## config.mk

```make
export PLATFORM = sky130hd
export DESIGN_NAME = c_mutex_split2_2b_flat
export DESIGN_NICKNAME = d
export VERILOG_FILES = /design/src/rtl/c_mutex_split2_2b_if.sv /design/src/rtl/c_mutex_split2_2b.sv /design/src/flat_wrapper.sv
export SDC_FILE = /design/constraint.sdc
export NUM_CORES = 1
export LEC_CHECK = 0
export BUFFER_PORTS_ARGS = -buffer_cell sky130_fd_sc_hd__buf_2
export CAP_MARGIN = 25
export CORE_AREA = 2 2 41 43
export DETAILED_ROUTE_END_ITERATION = 10
export DIE_AREA = 0 0 43 45
export GPL_ROUTABILITY_DRIVEN = 1
export PLACE_DENSITY = 0.64
export SYNTH_ARGS = -nofsm -noshare
export SYNTH_HDL_FRONTEND = slang
export SYNTH_SLANG_ARGS = --single-unit
```

## constraint.sdc

```tcl
create_clock -name clk -period 4.4 [get_ports clk]
set_clock_uncertainty 0.1 [all_clocks]
set_input_delay 0.88 -clock clk [delete_from_list [all_inputs] [get_ports clk]]
set_output_delay 0.88 -clock clk [all_outputs]
set_load 0.05 [all_outputs]
```

## src/rtl/c_mutex_split2_2b_if.sv

```systemverilog
// ============================================================================
// c_mutex_split2_2b_if : handshake bundle between the mutex merge and the split
// Rev 1.0
// ============================================================================
`default_nettype none

interface c_mutex_split2_2b_if #(
   parameter int NUM_CH     = 2,
   parameter int DATA_WIDTH = 2
);
   logic                  i_drive;
   logic [DATA_WIDTH-1:0] i_data;
   logic [NUM_CH-1:0]     i_free;
   logic [NUM_CH-1:0]     o_drive;
   logic                  o_fire;
   logic                  o_freeNext;
   logic [NUM_CH-1:0]     o_busy;
   logic                  o_err;

   modport slave (
      input  i_drive, i_data, i_free,
      output o_drive, o_fire, o_freeNext, o_busy, o_err
   );

   modport master (
      output i_drive, i_data, i_free,
      input  o_drive, o_fire, o_freeNext, o_busy, o_err
   );
endinterface

`default_nettype wire

```

## src/rtl/c_mutex_split2_2b.sv

```systemverilog
// ============================================================================
// c_mutex_split2_2b : decodes a merged 2-phase drive into per-channel dispatch
//                     pulses and returns channel frees upstream one per cycle
// Rev 1.0
// ============================================================================
`default_nettype none

module c_mutex_split2_2b #(
   parameter int NUM_CH     = 2,
   parameter int DATA_WIDTH = 2,
   parameter int FIRE_DELAY = 2
) (
   input  wire logic           clk,
   input  wire logic           rst,
   c_mutex_split2_2b_if.slave  bus
);

   localparam logic [0:0] c_ST_IDLE  = 1'b0;
   localparam logic [0:0] c_ST_BUSY  = 1'b1;
   localparam logic [1:0] c_PEND_MAX = 2'd3;
   localparam logic [DATA_WIDTH-1:0] c_DATA_ONE = {{(DATA_WIDTH-1){1'b0}}, 1'b1};

   logic [DATA_WIDTH-1:0] r_last_data;
   logic [0:0]            r_state     [NUM_CH];
   logic [0:0]            w_state_nxt [NUM_CH];
   logic [1:0]            r_pend      [NUM_CH];
   logic [1:0]            w_pend_nxt  [NUM_CH];
   logic [1:0]            w_pend_cap  [NUM_CH];
   logic [2:0]            w_pend_sum  [NUM_CH];
   logic [NUM_CH-1:0]     r_drive;
   logic [FIRE_DELAY-1:0] r_fire_sr;
   logic                  r_free_next;
   logic                  r_err;

   logic [DATA_WIDTH-1:0] w_diff;
   logic                  w_onehot;
   logic                  w_drv_valid;
   logic                  w_drv_bad;
   logic                  w_collide;
   logic                  w_any_retire;
   logic                  w_err_set;
   logic [NUM_CH-1:0]     w_free_acc;
   logic [NUM_CH-1:0]     w_free_idle;
   logic [NUM_CH-1:0]     w_dispatch;
   logic [NUM_CH-1:0]     w_sat;
   logic [NUM_CH-1:0]     w_busy;

   // A legal transfer toggles exactly one channel bit relative to the shadow copy.
   assign w_diff      = bus.i_data ^ r_last_data;
   assign w_onehot    = (w_diff != '0) && ((w_diff & (w_diff - c_DATA_ONE)) == '0);
   assign w_drv_valid = bus.i_drive && w_onehot;
   assign w_drv_bad   = bus.i_drive && !w_onehot;
   assign w_collide   = w_drv_valid && (w_dispatch == '0);
   assign w_err_set   = w_drv_bad || w_collide || (|w_free_idle) || (|w_sat);

   // ---------------------------------------------------------------- FSM: state
   always_ff @(posedge clk or posedge rst) begin
      if (rst) begin
         for (int i = 0; i < NUM_CH; i++) begin
            r_state[i] <= c_ST_IDLE;
         end
      end else begin
         for (int i = 0; i < NUM_CH; i++) begin
            r_state[i] <= w_state_nxt[i];
         end
      end
   end

   // ----------------------------------------------------------- FSM: next state
   // The free is applied before the dispatch so a same-cycle free+drive re-arms.
   always_comb begin
      w_free_acc  = '0;
      w_free_idle = '0;
      w_dispatch  = '0;
      for (int i = 0; i < NUM_CH; i++) begin
         w_state_nxt[i] = r_state[i];
         w_free_acc[i]  = bus.i_free[i] && (r_state[i] == c_ST_BUSY);
         w_free_idle[i] = bus.i_free[i] && (r_state[i] == c_ST_IDLE);
         w_dispatch[i]  = w_drv_valid && w_diff[i] &&
                          ((r_state[i] == c_ST_IDLE) || w_free_acc[i]);
         if (w_free_acc[i]) begin
            w_state_nxt[i] = c_ST_IDLE;
         end
         if (w_dispatch[i]) begin
            w_state_nxt[i] = c_ST_BUSY;
         end
      end
   end

   // -------------------------------------------------------------- FSM: outputs
   always_comb begin
      w_busy = '0;
      for (int i = 0; i < NUM_CH; i++) begin
         w_busy[i] = (r_state[i] == c_ST_BUSY);
      end
   end

   // Pending-free counters: add this cycle's frees, then retire the lowest index.
   always_comb begin
      w_sat        = '0;
      w_any_retire = 1'b0;
      for (int i = 0; i < NUM_CH; i++) begin
         w_pend_sum[i] = {1'b0, r_pend[i]} + {2'b00, w_free_acc[i]};
         w_sat[i]      = w_pend_sum[i][2];
         w_pend_cap[i] = w_sat[i] ? c_PEND_MAX : w_pend_sum[i][1:0];
         w_pend_nxt[i] = w_pend_cap[i];
         if (!w_any_retire && (w_pend_cap[i] != 2'd0)) begin
            w_any_retire  = 1'b1;
            w_pend_nxt[i] = w_pend_cap[i] - 2'd1;
         end
      end
   end

   always_ff @(posedge clk or posedge rst) begin
      if (rst) begin
         r_last_data <= '0;
         r_drive     <= '0;
         r_free_next <= 1'b0;
         r_err       <= 1'b0;
         for (int i = 0; i < NUM_CH; i++) begin
            r_pend[i] <= 2'd0;
         end
      end else begin
         if (w_drv_valid) begin
            r_last_data <= bus.i_data;
         end
         r_drive     <= w_dispatch;
         r_free_next <= w_any_retire;
         r_err       <= r_err | w_err_set;
         for (int i = 0; i < NUM_CH; i++) begin
            r_pend[i] <= w_pend_nxt[i];
         end
      end
   end

   generate
      if (FIRE_DELAY == 1) begin : g_fire_single
         always_ff @(posedge clk or posedge rst) begin
            if (rst) begin
               r_fire_sr <= '0;
            end else begin
               r_fire_sr <= |r_drive;
            end
         end
      end else begin : g_fire_chain
         always_ff @(posedge clk or posedge rst) begin
            if (rst) begin
               r_fire_sr <= '0;
            end else begin
               r_fire_sr <= {r_fire_sr[FIRE_DELAY-2:0], |r_drive};
            end
         end
      end
   endgenerate

   assign bus.o_drive    = r_drive;
   assign bus.o_fire     = r_fire_sr[FIRE_DELAY-1];
   assign bus.o_freeNext = r_free_next;
   assign bus.o_busy     = w_busy;
   assign bus.o_err      = r_err;

endmodule

`default_nettype wire

```

## src/flat_wrapper.sv

```systemverilog
// flat-port wrapper written by rule: the top's interface ports become plain ports
module c_mutex_split2_2b_flat 
#(
   parameter int NUM_CH     = 2,
   parameter int DATA_WIDTH = 2,
   parameter int FIRE_DELAY = 2
)
  (clk, rst, bus_i_drive, bus_i_data, bus_i_free, bus_o_drive, bus_o_fire, bus_o_freeNext, bus_o_busy, bus_o_err);
  c_mutex_split2_2b_if #(.NUM_CH(NUM_CH), .DATA_WIDTH(DATA_WIDTH)) bus_i ();
  input  wire logic clk;
  input  wire logic rst;
  input wire logic [$bits(bus_i.i_drive)-1:0] bus_i_drive;
  input wire logic [$bits(bus_i.i_data)-1:0] bus_i_data;
  input wire logic [$bits(bus_i.i_free)-1:0] bus_i_free;
  output wire logic [$bits(bus_i.o_drive)-1:0] bus_o_drive;
  output wire logic [$bits(bus_i.o_fire)-1:0] bus_o_fire;
  output wire logic [$bits(bus_i.o_freeNext)-1:0] bus_o_freeNext;
  output wire logic [$bits(bus_i.o_busy)-1:0] bus_o_busy;
  output wire logic [$bits(bus_i.o_err)-1:0] bus_o_err;
  assign bus_i.i_drive = bus_i_drive;
  assign bus_i.i_data = bus_i_data;
  assign bus_i.i_free = bus_i_free;
  assign bus_o_drive = bus_i.o_drive;
  assign bus_o_fire = bus_i.o_fire;
  assign bus_o_freeNext = bus_i.o_freeNext;
  assign bus_o_busy = bus_i.o_busy;
  assign bus_o_err = bus_i.o_err;
  c_mutex_split2_2b #(.NUM_CH(NUM_CH), .DATA_WIDTH(DATA_WIDTH), .FIRE_DELAY(FIRE_DELAY)) u_core (.clk(clk), .rst(rst), .bus(bus_i));
endmodule
```

==> metrics.md, run 1 <==
| Metric | Value |
|---|---|
| PD cells | 674.8 nW/um2 |
| Worst Hold Launch | u_core.r_fire_sr[0]$_DFF_PP0_ |
| DIE HEIGHT | 45 um |
| Min-Delay Endpoint | u_core.r_fire_sr[1]$_DFF_PP0_ |
| Nets | 84 |
| Via density | 4.909 |
| WP data arrival | 2.13 ns |
| Hold Vio Cnt, Final | 0 |
| FP Rows | 14 |
| Area of the multi-input gates | 280.3 um2 |
| Max-slew violations | 0 |
| Post-DP HPWL | 742.4 um |
| R2R Setup Slk | 2.65 ns |
| Worst-path clk slew | 0.08 ns |
| Worst rel slew slack | between 60% and 70% |
| Synth top area cells | dfrtp_1 (55%), ha_1 (5.8%), xnor2_1 (5.5%) |
| WHS Path Cells | 0 |
| Die X | 43 um |
| GP Congestion | 0.6455 |
| Setup bufs post-CTS | 0 |
| Critical R2R Capture | u_core.r_pend[1]$_DFF_PP0_ |
| Total GRT Usage | between 10% and 20% |
| Outcome | completed |
| Syn_nets | 66 |
| Filler cells | 140 |
| Max FO, Critical Path | 3 |
| Seq cells post-synth | 14 |
| CTS resizes | 0 |
| Initial antenna violation count | 0 |
| Setup violations, final | 0 |
| Max Fclk | 482.8 MHz |
| CTS tree | yes |
| Initial Utilization | a little over two fifths |
| H-tree lvl count | 1 |
| Critical path data required time | 4.45 ns |
| Period utilisation layout | 47.07% |
| R2R Path Start | u_core.bus.o_busy[1]$_DFFE_PP0P_ |
| DRT Wirelength | 935 um |
| Worst skew pair latency | between 0.2 and 0.3 ns |
| Sequential area share after synthesis | 54.58% |
| Clock Tree Buf Depth | 2 |
| Cells on worst reg2reg path | 7 |
| Yosys cell types | 18 |
| Slew at the pin with the worst max-slew slack | 0.5215 ns |
| Hold Path Class | register to register |
| Kind of critical path | primary input to register |
| Worst vdd ir | 0.0002393 V |
| TNS Setup | 0 ns |
| IO buf count | 13 |
| Largest net degree at the start of global routing | 15 |
| CP Launch Type | primary input |
| Min Clock Period, post-route | a little over 2 ns |
| Synth top area share | 54.58% |
| Critical Path End Type | register |
| Routed WL per cell | 10.63 um |
| Ant diodes | 0 |
| # clock sinks | 14 |
| DR DRC count | 0 |
| Final ANT Viol Nets | 0 |
| Area growth, synth to finish | 16.76% |
| Vias in the first global route | about 420 |
| Lkg Pwr | 0.3838 nW |
| Overflow after GRT | 0 |
| Core Region | 1471 um2 |
| RSZ-0062 raised after global routing | false |
| Instance count of the mapped netlist | 56 |
| Post-Syn Area | 641.9 um2 |
| TritonCTS buffer count | 3 |
| DR vias | 432 |
| I/O pin count | 14 |
| Synth Warn # | 0 |
| TritonRoute pass-1 iters | 3 |
| Final Core Density | 50.94% |
| Avg Cell Area, Syn | 11.46 um2 |
| Hold Buf Count CTS | 0 |
| Share of cells above drive strength 1 | between 20% and 30% |
| Post-synth top area cell | dfrtp_1 |
| Total Die Area | 1935 um2 |
| Initial DRC count | 3 |
| First-pass GRT wire length | 1621 um |
| Clock root cell | clkbuf_4 |
| Reg area | between 300 and 400 um2 |
| Max cap viols | 0 |
registers in the layout, summed over array words and instances (netlist names):
signal,flops
u_core.bus.o_busy,2
u_core.bus.o_drive,2
u_core.bus.o_err,1
u_core.bus.o_freeNext,1
u_core.r_fire_sr,2
u_core.r_last_data,2
u_core.r_pend,4
routing by layer:
layer  track usage, %  vias to the layer above  routed length (um)
met5                0                        -                   0
met4            9.091                        0                   5
li1                 -                      222                   -
met3            2.400                        2                  36
met1            12.76                      201                 380
met2            20.00                        7                 513
logic make-up (layout without fill, tap and decap cells):
group | Yosys count | count (layout) | share of synthesized area (%)
buffers and inverters | 3 | 19 | 1.754
DFF | 14 | 14 | 54.58
muxes | 2 | 2 | 3.509
and+or+nand+nor | 23 | 23 | 20.86
xor gates and xnor gates | 6 | 6 | 8.187
AOI/OAI and AO/OA | 4 | 4 | 3.703
adders and majority gates | 4 | 4 | 7.408
layout make-up:
| type | count | area share (%) |
|---|---|---|
| inverter | 3 | 1.503 |
| tap | 16 | 2.671 |
| multi-input combinational | 39 | 37.40 |
| clock buffer | 3 | 3.005 |
| timing repair buffer | 13 | 8.681 |
| sequential | 14 | 46.74 |
layout by cell type (no fill, tap or decap), drive strengths merged:
master,netlist,final
dfrtp,14,14
buf,0,13
nand2,6,6
xnor2,4,4
nand2b,4,4
a21oi,3,3
nand4,3,3
inv,3,3
ha,3,3
clkbuf,0,3
and2,2,2
nor2,2,2
xor2,2,2
nor3,2,2
nand3,2,2
mux2,2,2
nor4,1,1
a31o,1,1
or2,1,1
maj3,1,1
synthesized netlist by cell type, drive strengths merged:
library cell / count
nand4: 3
or2: 1
mux2: 2
nand3: 2
xor2: 2
nor4: 1
nand2: 6
nand2b: 4
maj3: 1
dfrtp: 14
xnor2: 4
a21oi: 3
nor3: 2
ha: 3
and2: 2
a31o: 1
inv: 3
nor2: 2
metrics by stage:
stage / hold WS [ns] / cell area, um2 / worst slack [ns] / total power, mW / instances
after detailed placement: 0.2364 / 726.9 / 2.044 / 0.4428 / 85
after global placement: 0.2358 / 726.9 / 2.073 / 0.4368 / 85
final: 0.2512 / 749.5 / 2.329 / 0.5057 / 88
after floorplan: 0.2312 / 641.9 / 2.246 / 0.3931 / 56
after global routing: 0.2595 / 749.5 / 2.195 / 0.5454 / 88
after CTS: 0.2551 / 749.5 / 2.343 / 0.5144 / 88
critical path, cell delays in order:
cell,delay [ns]
buf_2,0.11
and2_1,0.15
ha_1,0.26
a21oi_1,0.20
ha_1,0.25
nor4_4,0.06
nor3_1,0.16
a21oi_1,0.06
power by group:
part,switching [mW],internal (mW),total (mW)
registers,0.0264,0.173,0.199
logic,0.151,0.0852,0.237
clock network,0.0383,0.0317,0.0700
how the worst max path moves through the flow:
stage,to,startpoint,depth (start not counted)
after global routing,u_core.r_pend[1]$_DFF_PP0_,bus_i_free[1],8
after detailed placement,u_core.r_pend[1]$_DFF_PP0_,bus_i_free[1],8
final,u_core.r_pend[1]$_DFF_PP0_,bus_i_free[1],8
after global placement,u_core.r_pend[1]$_DFF_PP0_,bus_i_free[1],8
after CTS,u_core.r_pend[1]$_DFF_PP0_,bus_i_free[1],8
after floorplan,u_core.r_pend[1]$_DFF_PP0_,bus_i_free[1],7
Note: power is estimated with default switching activity, not from simulation.
==> run 2: changes to the inputs <==
--- a/config.mk
+++ b/config.mk
@@ -5,13 +5,14 @@
 export SDC_FILE = /design/constraint.sdc
 export NUM_CORES = 1
 export LEC_CHECK = 0
+export ABC_AREA = 1
 export BUFFER_PORTS_ARGS = -buffer_cell sky130_fd_sc_hd__buf_2
 export CAP_MARGIN = 25
-export CORE_AREA = 2 2 41 43
+export CORE_AREA = 2 2 42 44
 export DETAILED_ROUTE_END_ITERATION = 10
-export DIE_AREA = 0 0 43 45
+export DIE_AREA = 0 0 44 46
 export GPL_ROUTABILITY_DRIVEN = 1
-export PLACE_DENSITY = 0.64
+export PLACE_DENSITY = 0.62
 export SYNTH_ARGS = -nofsm -noshare
 export SYNTH_HDL_FRONTEND = slang
 export SYNTH_SLANG_ARGS = --single-unit
==> constraint.sdc (replaced) <==
create_clock -name clk -period 2 [get_ports clk]
set_clock_uncertainty 0.1 [all_clocks]
set_input_delay 0.4 -clock clk [delete_from_list [all_inputs] [get_ports clk]]
set_output_delay 0.4 -clock clk [all_outputs]
set_load 0.05 [all_outputs]
==> run 2 against run 1 <==
Wire length rose by 11%. Synthesized cell count is 39% higher. Largest cell class unchanged. Highest routed layer unchanged. Worst setup slack worse by 2.0 ns.
==> metrics.md, run 2 <==
| Metric | Value |
|---|---|
| Slowest stage delay, CP | 0.41 ns |
| GR Layer Usage met2 | 19.71% |
| Worst Path Buf+Inv | 2 |
| Lkg Pwr | 0.4868 nW |
| DR DRC count | 0 |
| Hold Path Class | primary input to async pin |
| Pint | slightly above 0.6 mW |
| Share of cells above drive strength 1 | 25.26% |
| Sequential power share | around two fifths |
| Initial DRC count | 5 |
| Synth Flop Type | dfrtp_1 |
| Die X | approximately 44 um |
| FP Rows | 15 |
| DR vias | 512 |
| Max-slew violations | 0 |
| TritonRoute pass-1 iters | 4 |
| H-tree lvl count | 1 |
| Max reg flops | 4 |
| CP Launch Type | register |
| CP cell instances | nand2_1 > inv_1 > ha_1 > nand2_1 > inv_1 > nor2_1 > ha_1 > nand3b_1 > xor2_1 |
| PD cells | 1365 nW/um2 |
| # clock sinks | 14 |
| Most common cell in the netlist | nand2_1 |
| Largest net degree at the start of global routing | 15 |
| Clock root cell | clkbuf_4 |
| TNS Setup | 0 ns |
| Min Clock Period, post-route | 1.697 ns |
| Post-synth top area cell | dfrtp_1 |
| Sw Pwr | 0.4455 mW |
| Ant diodes | 0 |
| Worst rel slew slack | between 60% and 70% |
| CP max stage cell | dfrtp_1 |
| Met1 GRT Util | between 10% and 20% |
| Critical R2R Capture | u_core.r_pend[0]$_DFF_PP0_ |
| Initial Utilization | 40.85% |
| Synth top area share | a little over half |
| First-pass GRT wire length | 1745 um |
| Critical Path End Type | register |
| EDFF count, synth | 0 |
| TritonCTS buffer count | 3 |
| Synth top area cells | dfrtp_1 (53%), nand2_1 (14%), inv_1 (8.0%) |
| Sw Ratio | 41.73% |
| R2R Setup Slk | 0.30 ns |
| Worst vdd ir | 0.0004759 V |
| Total Die Area | roughly 2000 um2 |
| Via density | 4.571 |
| Worst skew pair latency | ~0.27 ns |
| Most common cell after layout, fill and taps aside | nand2_1 |
| Seq cells post-synth | 14 |
| Overflow after GRT | 0 |
| Setup bufs post-CTS | 0 |
| Hold Vio Cnt, Final | 0 |
| Sequential area share after synthesis | 53.13% |
| Final WS setup | ~0.3 ns |
| GP Congestion | between 0.8 and 0.9 |
| Area growth, synth to finish | 18.60% |
| Clock Tree Buf Depth | 2 |
| Critical path data required time | ~2.1 ns |
| Slew at the pin with the worst max-slew slack | slightly above 0.5 ns |
| Placed cell area | 745.7 um2 |
| Total GRT Usage | about an eighth |
| Clock share of power | roughly a fifth |
| Syn_nets | just under 90 |
| Setup WS pre-CTS | 0.2242 ns |
| DIE HEIGHT | 46 um |
| Kind of critical path | register to register |
| Max cap viols | 0 |
| Ys async rst share | 100.0% |
| Most frequent cells in the layout | nand2_1 (24), inv_1 (14), dfrtp_1 (14) |
| Instance count of the mapped netlist | 78 |
| Core Region | 1614 um2 |
| Most Crowded Layer GR | met2 |
| Post-Syn Area | 659.4 um2 |
| Largest Register | u_core.r_pend |
| Hold Buf Count CTS | 0 |
| M3 GR Usage | 5.159% |
| Crit path max-delay family | simple AND/OR/NAND/NOR gates |
| Cells on worst reg2reg path | 9 |
| IO buf count | 13 |
| Post-route cell area | 782.0 um2 |
| Avg Cell Area, Syn | roughly 8.5 um2 |
| Routed WL per cell | 9.232 um |
| Max Fclk | 589.4 MHz |
| Period utilisation layout | 84.83% |
| Initial antenna violation count | 0 |
| Setup violations, final | 0 |
| CTS resizes | 0 |
| Synth Warn # | 0 |
| R2R Path Start | u_core.bus.o_busy[1]$_DFFE_PP0P_ |
| DRT Wirelength | 1034 um |
| Yosys cell types | 17 |
| Comb pwr share | 42.4% |
| Worst-path clk slew | 0.09 ns |
| Post-synth top cells | nand2_1 (24), dfrtp_1 (14), inv_1 (14) |
| RSZ-0062 raised after global routing | false |
| Max FO, Critical Path | 4 |
| Final ANT Viol Nets | 0 |
| Outcome | completed |
| Nets | 106 |
| I/O pin count | 14 |
| WP data arrival | 1.80 ns |
| Vias in the first global route | 451 |
| CTS tree | yes |
## run 2: worst max path at each step
| stage | cells after the start | slack, ns | to | start |
|---|---|---|---|---|
| final | 9 | 0.30 | u_core.r_pend[0]$_DFF_PP0_ | u_core.bus.o_busy[1]$_DFFE_PP0P_ |
| after global routing | 10 | 0.13 | u_core.r_pend[1]$_DFF_PP0_ | u_core.bus.o_busy[1]$_DFFE_PP0P_ |
| after CTS | 9 | 0.29 | u_core.r_pend[0]$_DFF_PP0_ | u_core.bus.o_busy[1]$_DFFE_PP0P_ |
| after detailed placement | 11 | 0.22 | u_core.r_pend[1]$_DFF_PP0_ | bus_i_free[1] |
| after global placement | 11 | 0.27 | u_core.r_pend[1]$_DFF_PP0_ | bus_i_free[1] |
| after floorplan | 10 | 0.13 | u_core.r_pend[1]$_DFF_PP0_ | u_core.bus.o_busy[1]$_DFFE_PP0P_ |
## run 2: kinds of logic (layout without fill, tap and decap cells)
logic type      after synthesis  count (layout)  synth area share, %
buf+inv                      15              32                8.728
xor+xnor                      1               1                1.329
fa+ha+maj                     3               3                5.693
flops                        14              14                53.13
simple gates                 41              41                27.89
compound gates                4               4                3.226
## run 2: area by class of cell
type / instances / area, um2
clock buffer: 4 / 36.28
fill: 165 / 832.0
inverter: 15 / 57.56
multi-input combinational: 49 / 251.5
sequential: 14 / 350.3
tap: 17 / 21.27
timing repair buffer: 13 / 65.06
## run 2: power by group through the flow
stage,logic [mW],clock network [mW],registers (mW)
after floorplan,0.236,0,0.545
after global placement,0.446,0,0.423
after detailed placement,0.454,0,0.422
after CTS,0.460,0.210,0.416
after global routing,0.507,0.227,0.427
final,0.452,0.201,0.415
## run 2: layer usage
metal	share of wire [%]	up-vias
met3	6.7	2
met4	1.4	0
met5	0	-
li1	-	272
met1	43	227
met2	49	11
## run 2: per-stage QoR
| step | util, % | total power [mW] | hold slack [ns] | cells |
|---|---|---|---|---|
| final | 48.45 | 1.068 | 0.03756 | 112 |
| after global routing | 48.45 | 1.161 | 0.08621 | 112 |
| after CTS | 48.45 | 1.086 | 0.05887 | 112 |
| after detailed placement | 46.20 | 0.8768 | 0.2426 | 108 |
| after global placement | 46.20 | 0.8691 | 0.2348 | 108 |
| after floorplan | - | 0.7805 | 0.1892 | 78 |
